[src/rtl/rf_pkt_pkg.sv]
// rf_pkt_pkg: shared RF packet framing constants and TX state encoding; RF_TX_CRC8_EN adds the CRC trailer
package rf_pkt_pkg;
    localparam int DEF_PAYLOAD_BYTES = 6;
    localparam int DEF_PREAMBLE_LEN = 16;
    localparam logic [7:0] DEF_SYNC_WORD = 8'hA7;
    localparam logic [7:0] CRC8_POLY = 8'h07;
    localparam int SYNC_BITS = 8;
`ifdef RF_TX_CRC8_EN
    localparam int CRC_BITS = 8;
`else
    localparam int CRC_BITS = 0;
`endif
    localparam int DEF_FRAME_BITS = DEF_PREAMBLE_LEN + SYNC_BITS + 8 * DEF_PAYLOAD_BYTES + CRC_BITS;
    typedef enum logic [2:0] {
        IDLE,
        FILL,
        PREAMBLE,
        SYNC,
        PAYLOAD,
`ifdef RF_TX_CRC8_EN
        CRC,
`endif
        DONE
    } tx_state_t;
`ifdef RF_TX_CRC8_EN
    localparam tx_state_t POST_PAYLOAD = CRC;
`else
    localparam tx_state_t POST_PAYLOAD = DONE;
`endif
    function automatic int frame_bits(input int preamble_len, input int payload_bytes);
        return preamble_len + SYNC_BITS + 8 * payload_bytes + CRC_BITS;
    endfunction
endpackage

[src/rtl/rf_crc8_byte.sv]
// rf_crc8_byte: combinational CRC-8 (CRC8_POLY, MSB-first, no reflection) update over one byte
module rf_crc8_byte
    import rf_pkt_pkg::*;
(
    input  logic [7:0] crc_in,
    input  logic [7:0] byte_in,
    output logic [7:0] crc_out
);
    always_comb begin
        crc_out = crc_in ^ byte_in;
        for (int i = 0; i < 8; i++)
            crc_out = crc_out[7] ? {crc_out[6:0], 1'b0} ^ CRC8_POLY : {crc_out[6:0], 1'b0};
    end
endmodule

[src/rtl/rf_pkt_tx_framer.sv]
// rf_pkt_tx_framer: buffers a payload, then shifts preamble + sync + payload MSB-first, one bit per bit_en
// RF_TX_CRC8_EN appends a CRC-8 of the payload after the last payload byte
module rf_pkt_tx_framer
    import rf_pkt_pkg::*;
#(
    parameter int         PAYLOAD_BYTES = DEF_PAYLOAD_BYTES,
    parameter int         PREAMBLE_LEN  = DEF_PREAMBLE_LEN,
    parameter logic [7:0] SYNC_WORD     = DEF_SYNC_WORD
) (
    input  logic       clk,
    input  logic       rst,
    input  logic       bit_en,
    input  logic [7:0] din,
    input  logic       din_valid,
    output logic       din_ready,
    output logic       tx_out,
    output logic       tx_busy,
    output logic       frame_done
);
    localparam int IW = PAYLOAD_BYTES > 1 ? $clog2(PAYLOAD_BYTES) : 1;
    localparam logic [3:0] LAST_BYTE = 4'(PAYLOAD_BYTES - 1);
    localparam logic [4:0] PRE_LAST = 5'(PREAMBLE_LEN - 1);
    tx_state_t state, state_nx;
    logic [4:0] bit_cnt;
    logic [3:0] byte_cnt;
    logic [7:0] mem [PAYLOAD_BYTES];
    logic [7:0] cur_byte;
    logic accept, sending, field_last, tx_bit;
    assign accept = din_valid && din_ready;
    assign sending = bit_en && state != IDLE && state != FILL && state != DONE;
    assign field_last = state == PREAMBLE ? bit_cnt == PRE_LAST : bit_cnt == 5'd7;
    // ~bit_cnt[2:0] == 7 - bit_cnt selects bits MSB-first
    assign tx_bit = state == PREAMBLE ? ~bit_cnt[0] : cur_byte[~bit_cnt[2:0]];
`ifdef RF_TX_CRC8_EN
    logic [7:0] crc_q, crc_nx;
    rf_crc8_byte u_crc (
        .crc_in (crc_q),
        .byte_in(din),
        .crc_out(crc_nx)
    );
    always_ff @(posedge clk or posedge rst) begin
        if (rst) crc_q <= '0;
        else if (accept) crc_q <= crc_nx;
        else if (frame_done) crc_q <= '0;
    end
    assign cur_byte = state == SYNC ? SYNC_WORD : state == CRC ? crc_q : mem[byte_cnt[IW-1:0]];
`else
    assign cur_byte = state == SYNC ? SYNC_WORD : mem[byte_cnt[IW-1:0]];
`endif
    always_ff @(posedge clk or posedge rst) begin
        if (rst) state <= IDLE;
        else state <= state_nx;
    end
    always_comb begin
        state_nx = state;
        case (state)
            IDLE:     state_nx = FILL;
            FILL:     state_nx = accept && byte_cnt == LAST_BYTE ? PREAMBLE : FILL;
            PREAMBLE: state_nx = bit_en && field_last ? SYNC : PREAMBLE;
            SYNC:     state_nx = bit_en && field_last ? PAYLOAD : SYNC;
            PAYLOAD:  state_nx = bit_en && field_last && byte_cnt == LAST_BYTE ? POST_PAYLOAD : PAYLOAD;
`ifdef RF_TX_CRC8_EN
            CRC:      state_nx = bit_en && field_last ? DONE : CRC;
`endif
            DONE:     state_nx = bit_en ? FILL : DONE;
            default:  state_nx = IDLE;
        endcase
    end
    always_comb begin
        din_ready = state == FILL && byte_cnt <= LAST_BYTE;
        frame_done = state == DONE && bit_en;
    end
    // byte_cnt doubles as the payload read index once the sync word has gone out
    always_ff @(posedge clk or posedge rst) begin
        if (rst) begin
            bit_cnt <= '0;
            byte_cnt <= '0;
            tx_out <= 1'b0;
            tx_busy <= 1'b0;
            for (int i = 0; i < PAYLOAD_BYTES; i++) mem[i] <= '0;
        end else begin
            if (accept) begin
                mem[byte_cnt[IW-1:0]] <= din;
                byte_cnt <= byte_cnt + 4'd1;
            end
            if (sending) begin
                tx_out <= tx_bit;
                tx_busy <= 1'b1;
                bit_cnt <= field_last ? 5'd0 : bit_cnt + 5'd1;
                if (field_last && state == SYNC) byte_cnt <= '0;
                if (field_last && state == PAYLOAD && byte_cnt != LAST_BYTE) byte_cnt <= byte_cnt + 4'd1;
            end
            if (frame_done) begin
                tx_out <= 1'b0;
                tx_busy <= 1'b0;
                byte_cnt <= '0;
            end
        end
    end
endmodule
[config.mk]
export PLATFORM = sky130hd
export DESIGN_NAME = rf_pkt_tx_framer
export DESIGN_NICKNAME = d
export VERILOG_FILES = /design/src/rtl/rf_pkt_pkg.sv /design/src/rtl/rf_crc8_byte.sv /design/src/rtl/rf_pkt_tx_framer.sv
export SDC_FILE = /design/constraint.sdc
export NUM_CORES = 1
export LEC_CHECK = 0
export CORE_MARGIN = 1.5
export CORE_UTILIZATION = 39
export CTS_BUF_LIST = sky130_fd_sc_hd__clkbuf_4 sky130_fd_sc_hd__clkbuf_8
export CTS_CLUSTER_SIZE = 28
export DETAILED_ROUTE_END_ITERATION = 12
export PLACE_DENSITY = 0.62
export RECOVER_POWER = 100
export SKIP_LAST_GASP = 1
export SLEW_MARGIN = 15
export SYNTH_ARGS = -nofsm -noshare
export SYNTH_HDL_FRONTEND = slang
export SYNTH_HIERARCHICAL = 1
export SYNTH_SLANG_ARGS = --single-unit
export TNS_END_PERCENT = 10
[constraint.sdc]
create_clock -name clk -period 3.4 [get_ports clk]
set_clock_uncertainty 0.05 [all_clocks]
set_input_delay 0.51 -clock clk [delete_from_list [all_inputs] [get_ports clk]]
set_output_delay 0.51 -clock clk [all_outputs]
set_load 0.01 [all_outputs]
# After elaboration in Yosys (flattened, before gate mapping)
# Index checks and enable logic that the tools add are counted.
dict set report totals {
  regBits 62
  input_bits 12
}
dict set report op_classes {
  n_addsub 2
  n_lt_le_gt_ge 4
  n_eq_ne 11
  mux 27
  n_bitwise 3
  reduce_logical 16
}
# operator n
set ops {}
lappend ops {{bitwise mux 48 bit} 1}
lappend ops {{two-way mux 8 bit} 4}
lappend ops {{binary-select mux 8 bit (select 3 bit)} 1}
lappend ops {{demux 8 bit (select 3 bit)} 1}
lappend ops {{two-way mux 4 bit} 5}
lappend ops {{case mux 3 bit (6 select lines)} 1}
lappend ops {{logical AND 1 bit} 13}
lappend ops {{two-way mux 1 bit} 9}
lappend ops {{equality test 3 x 2 -> 1 bit (second input constant)} 2}
lappend ops {{equality test 3 bit (second input constant)} 2}
lappend ops {{two-way mux 3 bit} 2}
lappend ops {{adder 5 x 1 -> 5 bit (second input constant)} 1}
lappend ops {{equality test 5 x 3 -> 1 bit (second input constant)} 1}
lappend ops {{equality test 5 x 4 -> 1 bit (second input constant)} 1}
lappend ops {{two-way mux 5 bit} 1}
lappend ops {{adder 4 x 1 -> 4 bit (second input constant)} 1}
lappend ops {{equality test 4 x 3 -> 1 bit (second input constant)} 1}
lappend ops {{>= comparator 4 bit (second input constant)} 1}
lappend ops {{less-or-equal comparator 4 x 3 -> 1 bit (second input constant)} 1}
lappend ops {{< comparator 3 x 4 -> 1 bit (second input constant)} 1}
lappend ops {{< comparator 4 x 1 -> 1 bit (second input constant)} 1}
lappend ops {{inequality test 4 x 3 -> 1 bit (second input constant)} 1}
lappend ops {{inverter 3 -> 4 bit} 1}
lappend ops {{binary-select mux 1 bit (select 3 bit)} 1}
lappend ops {{9 further kinds} 9}

# Depth between registers and ports, before layout
# Gate-level depths: netlist of the first run.
dict set report depth {
  ltp_word 10
  ltp_mapped 11
  depth_no_buf 8
}

# Worst setup path after synthesis of the first run
# OpenSTA, ideal clock, no wires.
dict set report synth_path {
  path_type {reg2reg}
  start {reg byte_cnt[1]}
  end {reg mem[0] in the netlist's numbering}
  arrival_time_ps 2520
  required_ps 3225
  setup_slack_ps 705
  stages_incl_launch_ff 11
  n_path_buf 2
  synth_period_minus_slack_ps 2695
  path_cell_list {dfrtp_1 -> buf_2 -> inv_1 -> ha_1 -> nor2_1 -> a2111oi_4 -> nand2_4 -> nor2_1 -> and3_1 -> buf_4 -> mux2_2}
}
dict set report synth_via {
  word_cells_on_any_way 10
  classes_between {order compare (3); mux (3); bitwise (1); reduce/logical (3)}
}
# element line
set synth_lines {}
lappend synth_lines {{start, declared} rf_pkt_tx_framer.sv:25} ;# logic [3:0] byte_cnt;
lappend synth_lines {{start signal, assigned} rf_pkt_tx_framer.sv:84} ;# byte_cnt <= byte_cnt + 4'd1;
lappend synth_lines {{start signal, assigned} rf_pkt_tx_framer.sv:91} ;# if (field_last && state == PAYLOAD && byte_cnt != LAST_BYTE) byte_cnt <= byte_cnt + 4'd1;
lappend synth_lines {{less-or-equal comparator 4 x 3 -> 1 bit} rf_pkt_tx_framer.sv:70} ;# din_ready = state == FILL && byte_cnt <= LAST_BYTE;
lappend synth_lines {{logical AND 1 bit} rf_pkt_tx_framer.sv:70}
lappend synth_lines {{via din_ready} rf_pkt_tx_framer.sv:15} ;# output logic din_ready,
lappend synth_lines {{logical AND 1 bit} rf_pkt_tx_framer.sv:29} ;# assign accept = din_valid && din_ready;
lappend synth_lines {{end signal, assigned by index} rf_pkt_tx_framer.sv:83} ;# mem[byte_cnt[IW-1:0]] <= din;
lappend synth_lines {{end, declared} rf_pkt_tx_framer.sv:26} ;# logic [7:0] mem [PAYLOAD_BYTES];
# The timed path passes the listed nets, and every way through them passes these cells.
# A chain may end at the register's enable or synchronous reset.

# Worst setup path after layout of the first run
dict set report layout_path {
  start {reg byte_cnt[1]}
  end {reg mem[19] in the netlist's numbering}
}
dict set report layout_via {
  elab_chain_cells 6
  word_cells_on_any_way 10
  classes_between {order compare (3); mux (3); bitwise (1); reduce/logical (3)}
}
# element line
set layout_rtl {}
lappend layout_rtl {{inverter 3 -> 4 bit (not written as such)} rf_pkt_tx_framer.sv:83}
lappend layout_rtl {{>= comparator 4 bit (not written as such) / < comparator 4 x 1 -> 1 bit (equally long branches)} rf_pkt_tx_framer.sv:83}
lappend layout_rtl {{logical AND 1 bit (not written as such)} rf_pkt_tx_framer.sv:83}
lappend layout_rtl {{two-way mux 8 bit (not written as such)} rf_pkt_tx_framer.sv:83}
lappend layout_rtl {{demux 8 bit (select 3 bit)} rf_pkt_tx_framer.sv:83}
lappend layout_rtl {{bitwise mux 48 bit} rf_pkt_tx_framer.sv:83}
# Parallel ways exist; a longest one is shown, timed or not.

==> flow_metrics.py, run 1 <==
metrics = {
    "routing": {
        "via_per_inst": 5.43,
        "wl_mm": 6.55,
        "wire_per_inst_um": 17.1,
        "ant_nets": 0,
        "drtIter0Drc": 138,
        "num_vias": 2075,
        "dr.pass1.iters": 4,
        "drc": 0,
    },
    "cts": {
        "cts_hold_buf": 0,
        "cts_setup_buffers": 0,
        "cts.clk_slew.worst_paths_ps": 70,
        "cts_max_path_buffers": 2,
        "clk_latency_ps": 350,
        "cts_tree": "built",
        "cts_max_level": 3,
        "cts_buffers": 9,
        "cts.repair.resized": 0,
        "ctsRootBufferMaster": "clkbuf_8",
        "cts.sinks": 62,
    },
    "timing": {
        "fin_setup_tns_ps": 0,
        "slew_headroom_pct": 13.2,
        "setup_viol": 0,
        "fin_crit_ps": 2940,
        "hold_viol": 0,
        "min_period_over_period_pct": 86.3,
        "worst_pin_slew_ps": 1300,
        "max_freq_ghz": 0.341,
        "rsz0062_at_grt": "no",
        "maxSlewViolCount": 0,
    },
    "grt": {
        "overflow": 0,
        "antenna_found_initial": 0,
        "grt_max_degree": 37,
        "grtUsageTotal_pct": 17.1,
        "grt_pass1_wl_mm": 11.2,
        "grt_pass1_vias": 2118,
    },
    "logic_synthesis": {
        "netlist_top_cells_area": "dfrtp_1, mux2_2, mux2i_1, mux2_4, mux4_2",
        "syn-num-nets": 272,
        "synthArstFlopShare_pct": 100,
        "ys_seq_area_share_pct": 48.7,
        "synth.distinct_cells": 48,
        "synth_top_cell_area_share_pct": 48.7,
        "synth.avg_cell_area_um2": 12.5,
        "ys_seq_elements": 62,
        "synth_flop_cell": "dfrtp_1",
        "syn_area_um2": 3190,
        "yosys-top-cells-count": "dfrtp_1, mux2_2, mux2i_1",
        "synthCells": 256,
        "ys_warn_count": 6,
        "synth_edf_count": 0,
        "synth.most_common_cell": "dfrtp_1",
        "yosys.area.top_type": "dfrtp_1",
    },
    "power": {
        "p_clk_share_pct": 20.5,
        "cellLeakagePower_uw": 0.00154,
        "power.total_uw": 3250,
        "p_sw_uw": 1140,
        "combPwrFrac_pct": 38.6,
        "pwr-share-seq_pct": 40.9,
        "power.share.switching_pct": 35.2,
        "p_int_uw": 2110,
        "power_density_nw_per_um2": 907,
        "ir_drop_mv": 0.387,
    },
    "worst_setup_path": {
        "path_max_fanout": 8,
        "crit_path_end_kind": "register",
        "r2r-end": "mem[19]",
        "cp-endpoint": "mem[19]",
        "timing.rr.start": "byte_cnt[1]",
        "critPathRequiredTime_ps": 3580,
        "worstPathArrival_ps": 3120,
        "reg2reg_depth": 7,
        "start_kind": "register",
        "r2r_slack_ps": 460,
        "path_class": "reg2reg",
        "crit_path_start": "byte_cnt[1]",
    },
    "floorplanning": {
        "num_io_pins": 16,
        "start_util_pct": 40.8,
        "coreArea_um2": 7810,
        "rows": 32,
        "die_h_um": 93.4,
        "die_x_um": 93.4,
        "die_area_um2": 8730,
    },
    "run_status": {
        "outcome": "complete, no violations",
    },
    "layout": {
        "multi_input_area_um2": 1490,
        "area_delta_synth_final_pct": 12.4,
        "diodes": 0,
        "nNetsFinal": 292,
        "fillers": 727,
        "layout-drive-gt1-share_pct": 24.6,
        "final_area_um2": 3580,
        "seq_area_um2": 1550,
    },
    "worst_hold_path": {
        "hold_path_class": "reg2reg",
    },
    "placed_design": {
        "place.gp.congestion": 0.849,
        "io_buffers": 15,
        "dpl-instance-area_um2": 3450,
        "hpwlAfterDp_mm": 4.38,
    },
    "flow_run": {
        "cap_violations": 0,
    },
}
[final cells by class]
cell class | instances | area share (%)
clock buffers | 12 | 4.43
flip-flops and latches | 62 | 43.3
repair buffers | 22 | 5.17
clock inverters | 3 | 1.22
multi-input cells | 175 | 41.7
well taps | 102 | 3.56
inverters | 6 | 0.628
[cell usage in the layout, fill, tap and decap left out, types with 2 or more instances in the layout]
cell type        Yosys  routed
a211oi_1             2       2
a21boi_0             2       2
a21oi_1              6       6
and3_1               3       3
buf_4                2       2
clkbuf_1             3       4
clkbuf_8             0      11
clkdlybuf4s50_1      0      10
dfrtp_1             62      62
dlygate4sd3_1        0       5
ha_1                 4       4
inv_1                6       6
mux2_1               0       8
mux2_2              41      41
mux2i_1             17      17
mux4_2               4       4
nand2_1              9      10
nand2b_1             6       6
nand3_1              6       7
nand3b_1             2       2
nand4_1              2       2
nor2_1              15      15
nor3_1               4       4
nor4_1               2       2
o211ai_1             3       3
o21ai_0              8       9
o221ai_1             2       2
o22ai_1              5       5
o31ai_1              2       2
or3_1                2       2
xnor2_1              3       3
[metrics by stage]
stage	setup WS, ps	instances	hold WS [ps]	utilization (%)
after floorplan	705	256	424	-
after global placement	622	367	432	44.2
after detailed placement	641	367	441	44.2
after CTS	509	382	456	46.7
after global routing	314	382	466	45.9
final	464	382	442	45.9
[logic make-up after synthesis]
logic type / share of synthesized area [%]
mux: 26.4
flops: 48.7
simple gates: 11.1
fa+ha+maj: 1.57
xor+xnor: 0.824
buf+inv: 2.94
compound gates: 8.52
[critical path, cell delays in order (launching register included)]
cell,delay [ps]
dfrtp_1,370
inv_1,180
ha_1,230
nor2_1,90
a2111oi_4,390
nand2_1,280
nor3_2,810
mux2_2,410
[flip-flops by register name, indices dropped and copies added (netlist names)]
register	cells
tx_busy	1
mem	48
tx_out	1
byte_cnt	4
bit_cnt	5
state	3
[how the worst min path moves through the flow]
| stage | startpoint | endpoint | slack [ps] | cells past startpoint |
|---|---|---|---|---|
| after floorplan | bit_cnt[4] | bit_cnt[4] | 420 | 1 |
| after global placement | tx_busy | tx_busy | 430 | 2 |
| after detailed placement | tx_busy | tx_busy | 440 | 2 |
| after CTS | tx_busy | tx_busy | 460 | 2 |
| after global routing | mem[38] | mem[38] | 470 | 1 |
| final | mem[38] | mem[38] | 440 | 1 |
[power by group through the flow]
stage | registers [uW] | logic (uW) | clock network (uW)
5_1_grt | 1370 | 1400 | 723
3_3_place_gp | 1330 | 1310 | 0
2_1_floorplan | 1230 | 1110 | 0
4_1_cts | 1330 | 1330 | 686
6_report | 1330 | 1260 | 667
3_5_place_dp | 1340 | 1330 | 0
[per-layer routing]
metal	global-route usage (%)	vias up	wire length [um]
met1	23.7	1050	3230
met4	4.55	0	51
met3	5.53	6	265
met5	0	-	0
met2	25.7	43	3010
li1	-	976	-
Note: power is estimated with default switching activity, not from simulation.
==> inputs of run 2 (changes only) <==
--- a/config.mk
+++ b/config.mk
@@ -6,11 +6,12 @@
 export NUM_CORES = 1
 export LEC_CHECK = 0
 export CORE_MARGIN = 1.5
-export CORE_UTILIZATION = 39
+export CORE_UTILIZATION = 60
 export CTS_BUF_LIST = sky130_fd_sc_hd__clkbuf_4 sky130_fd_sc_hd__clkbuf_8
 export CTS_CLUSTER_SIZE = 28
 export DETAILED_ROUTE_END_ITERATION = 12
-export PLACE_DENSITY = 0.62
+export MAX_ROUTING_LAYER = met4
+export PLACE_DENSITY = 0.86
 export RECOVER_POWER = 100
 export SKIP_LAST_GASP = 1
 export SLEW_MARGIN = 15
==> flow_metrics.py, run 2 (synthesis gave the netlist of run 1 again) <==
metrics = {
    "run_status": {
        "outcome": "complete, no violations",
    },
    "cts": {
        "cts_buffers": 9,
        "cts_tree": "built",
        "clk_latency_ps": 340,
        "cts.clk_slew.worst_paths_ps": 60,
        "ctsRootBufferMaster": "clkbuf_8",
        "cts_max_path_buffers": 2,
        "cts.sinks": 62,
        "cts_setup_buffers": 0,
        "cts_hold_buf": 0,
        "cts.repair.resized": 0,
        "cts_max_level": 3,
    },
    "worst_setup_path": {
        "cp_slowest_cell": "dlygate4sd3_1",
        "reg2reg_depth": 7,
        "worstPathArrival_ps": 2310,
        "crit_path_end_kind": "primary output",
        "path_depth": 4,
        "cpLargestDelayFamily": "buffers and inverters",
        "path_class": "in2out",
        "cpPeakStageDelay_ps": 670,
        "start_kind": "input pin",
        "critPathMostFrequentCell": "dlygate4sd3_1",
        "path_max_fanout": 6,
        "crit_chain": "dlygate4sd3_1, nand2_1, nor2_1, dlygate4sd3_1",
        "cp_num_buf_inv": 2,
        "critPathRequiredTime_ps": 2840,
    },
    "layout": {
        "layout_common_cells": "dfrtp_1, mux2_2, mux2i_1",
        "multi_input_area_um2": 1490,
        "area_delta_synth_final_pct": 11.7,
        "top_register": "mem",
        "seq_area_um2": 1550,
        "fillers": 380,
        "diodes": 0,
        "final_common_cell": "dfrtp_1",
        "largest_register_ffs": 48,
        "final_core_util_pct": 69.7,
        "nNetsFinal": 291,
        "layout-drive-gt1-share_pct": 25.0,
        "largestRegisters": "mem x48, bit_cnt x5, byte_cnt x4",
    },
    "routing": {
        "wire_per_inst_um": 18.1,
        "ant_nets": 0,
        "drtIter0Drc": 112,
        "via_per_inst": 6.08,
        "wl_mm": 6.33,
        "dr.pass1.iters": 4,
        "drc": 0,
        "num_vias": 2129,
    },
    "power": {
        "power_density_nw_per_um2": 933,
        "p_clk_share_pct": 21.9,
        "power.total_uw": 3320,
        "power.share.switching_pct": 34.6,
        "cellLeakagePower_uw": 0.00155,
        "p_int_uw": 2170,
        "p_sw_uw": 1150,
        "pwr-share-seq_pct": 39.8,
        "ir_drop_mv": 0.474,
        "combPwrFrac_pct": 38.2,
    },
    "floorplanning": {
        "start_util_pct": 62.4,
        "die_h_um": 75.9,
        "die_area_um2": 5760,
        "rows": 26,
        "num_io_pins": 16,
        "coreArea_um2": 5110,
        "die_x_um": 75.9,
    },
    "timing": {
        "fin_crit_ps": 2870,
        "fin_setup_tns_ps": 0,
        "setup_ws_ps": 528,
        "maxSlewViolCount": 0,
        "setup_viol": 0,
        "max_freq_ghz": 0.348,
        "worst_pin_slew_ps": 1220,
        "hold_viol": 0,
        "rsz0062_at_grt": "no",
        "slew_headroom_pct": 18.6,
        "min_period_over_period_pct": 84.5,
        "hold_ws_ps": 454,
    },
    "worst_hold_path": {
        "min_path_cells": 1,
        "hold_path_class": "reg2reg",
    },
    "flow_run": {
        "cap_violations": 0,
    },
    "grt": {
        "antenna_found_initial": 0,
        "grt_pass1_wl_mm": 10.6,
        "overflow": 0,
        "grt_pass1_vias": 2059,
        "grt_max_degree": 27,
        "grtUsageTotal_pct": 26.7,
    },
    "placed_design": {
        "io_buffers": 15,
        "hpwlAfterDp_mm": 4.32,
        "place.gp.congestion": 0.902,
        "place_ws_ps": 668,
    },
}
run 2: changes by cell type in the layout (fill, tap and decap cells not counted):
cell             delta
clkbuf_8            -1
clkbuf_1            -1
clkbuf_4            +1
clkdlybuf4s50_1     -1
clkinv_4            -1
bufinv_16           +1
dlygate4sd3_1       +1
and2_1              -1
clkinv_2            +1
and2_0              +1
run 2: power groups by stage:
stage               combinational [uW]  sequential, uW  clock [uW]
CTS                               1340            1320         736
global route                      1400            1370         772
global placement                  1290            1310           0
finish                            1270            1320         729
floorplan                         1110            1230           0
detailed placement                1340            1330           0
run 2: worst register-to-register path, cell delays in order, from the launching register on:
cell and delay, ps:
dfrtp_1 370, inv_1 190, ha_1 240, nor2_1 80, a2111oi_4 360, nand2_1 260
nor3_2 740, mux2_2 420
run 2: layout make-up:
type	instances	share of cell area (%)
Tap cell	70	2.46
Sequential cell	62	43.6
Clock inverter	4	1.97
Multi-Input combinational cell	175	42.0
Timing Repair Buffer	21	5.10
Inverter	6	0.633
Clock buffer	12	4.29
run 2: routing by layer:
layer  vias to the layer above  GRT usage, %  share of wire [%]
met3                        11          5.95                4.7
met1                      1072          35.1                 44
met2                        60          40.2                 49
met5                         -             -                  0
met4                         0          11.3                2.4
li1                        986             -                  -
run 2: worst paths after layout:
path / start / to / slack (ps)
max in group asynchronous: rst / mem[6] / 1070
min reg2reg: mem[39] / mem[39] / 450
min in group asynchronous: rst / bit_cnt[3] / 670
max: bit_en / frame_done / 530
max reg2reg: byte_cnt[1] / mem[18] / 570
min: mem[39] / mem[39] / 450
run 2: through the flow:
| step | area (um2) | cells |
|---|---|---|
| after floorplan | 3190 | 256 |
| after global placement | 3400 | 334 |
| after detailed placement | 3400 | 334 |
| after CTS | 3620 | 350 |
| after global routing | 3560 | 350 |
| final | 3560 | 350 |
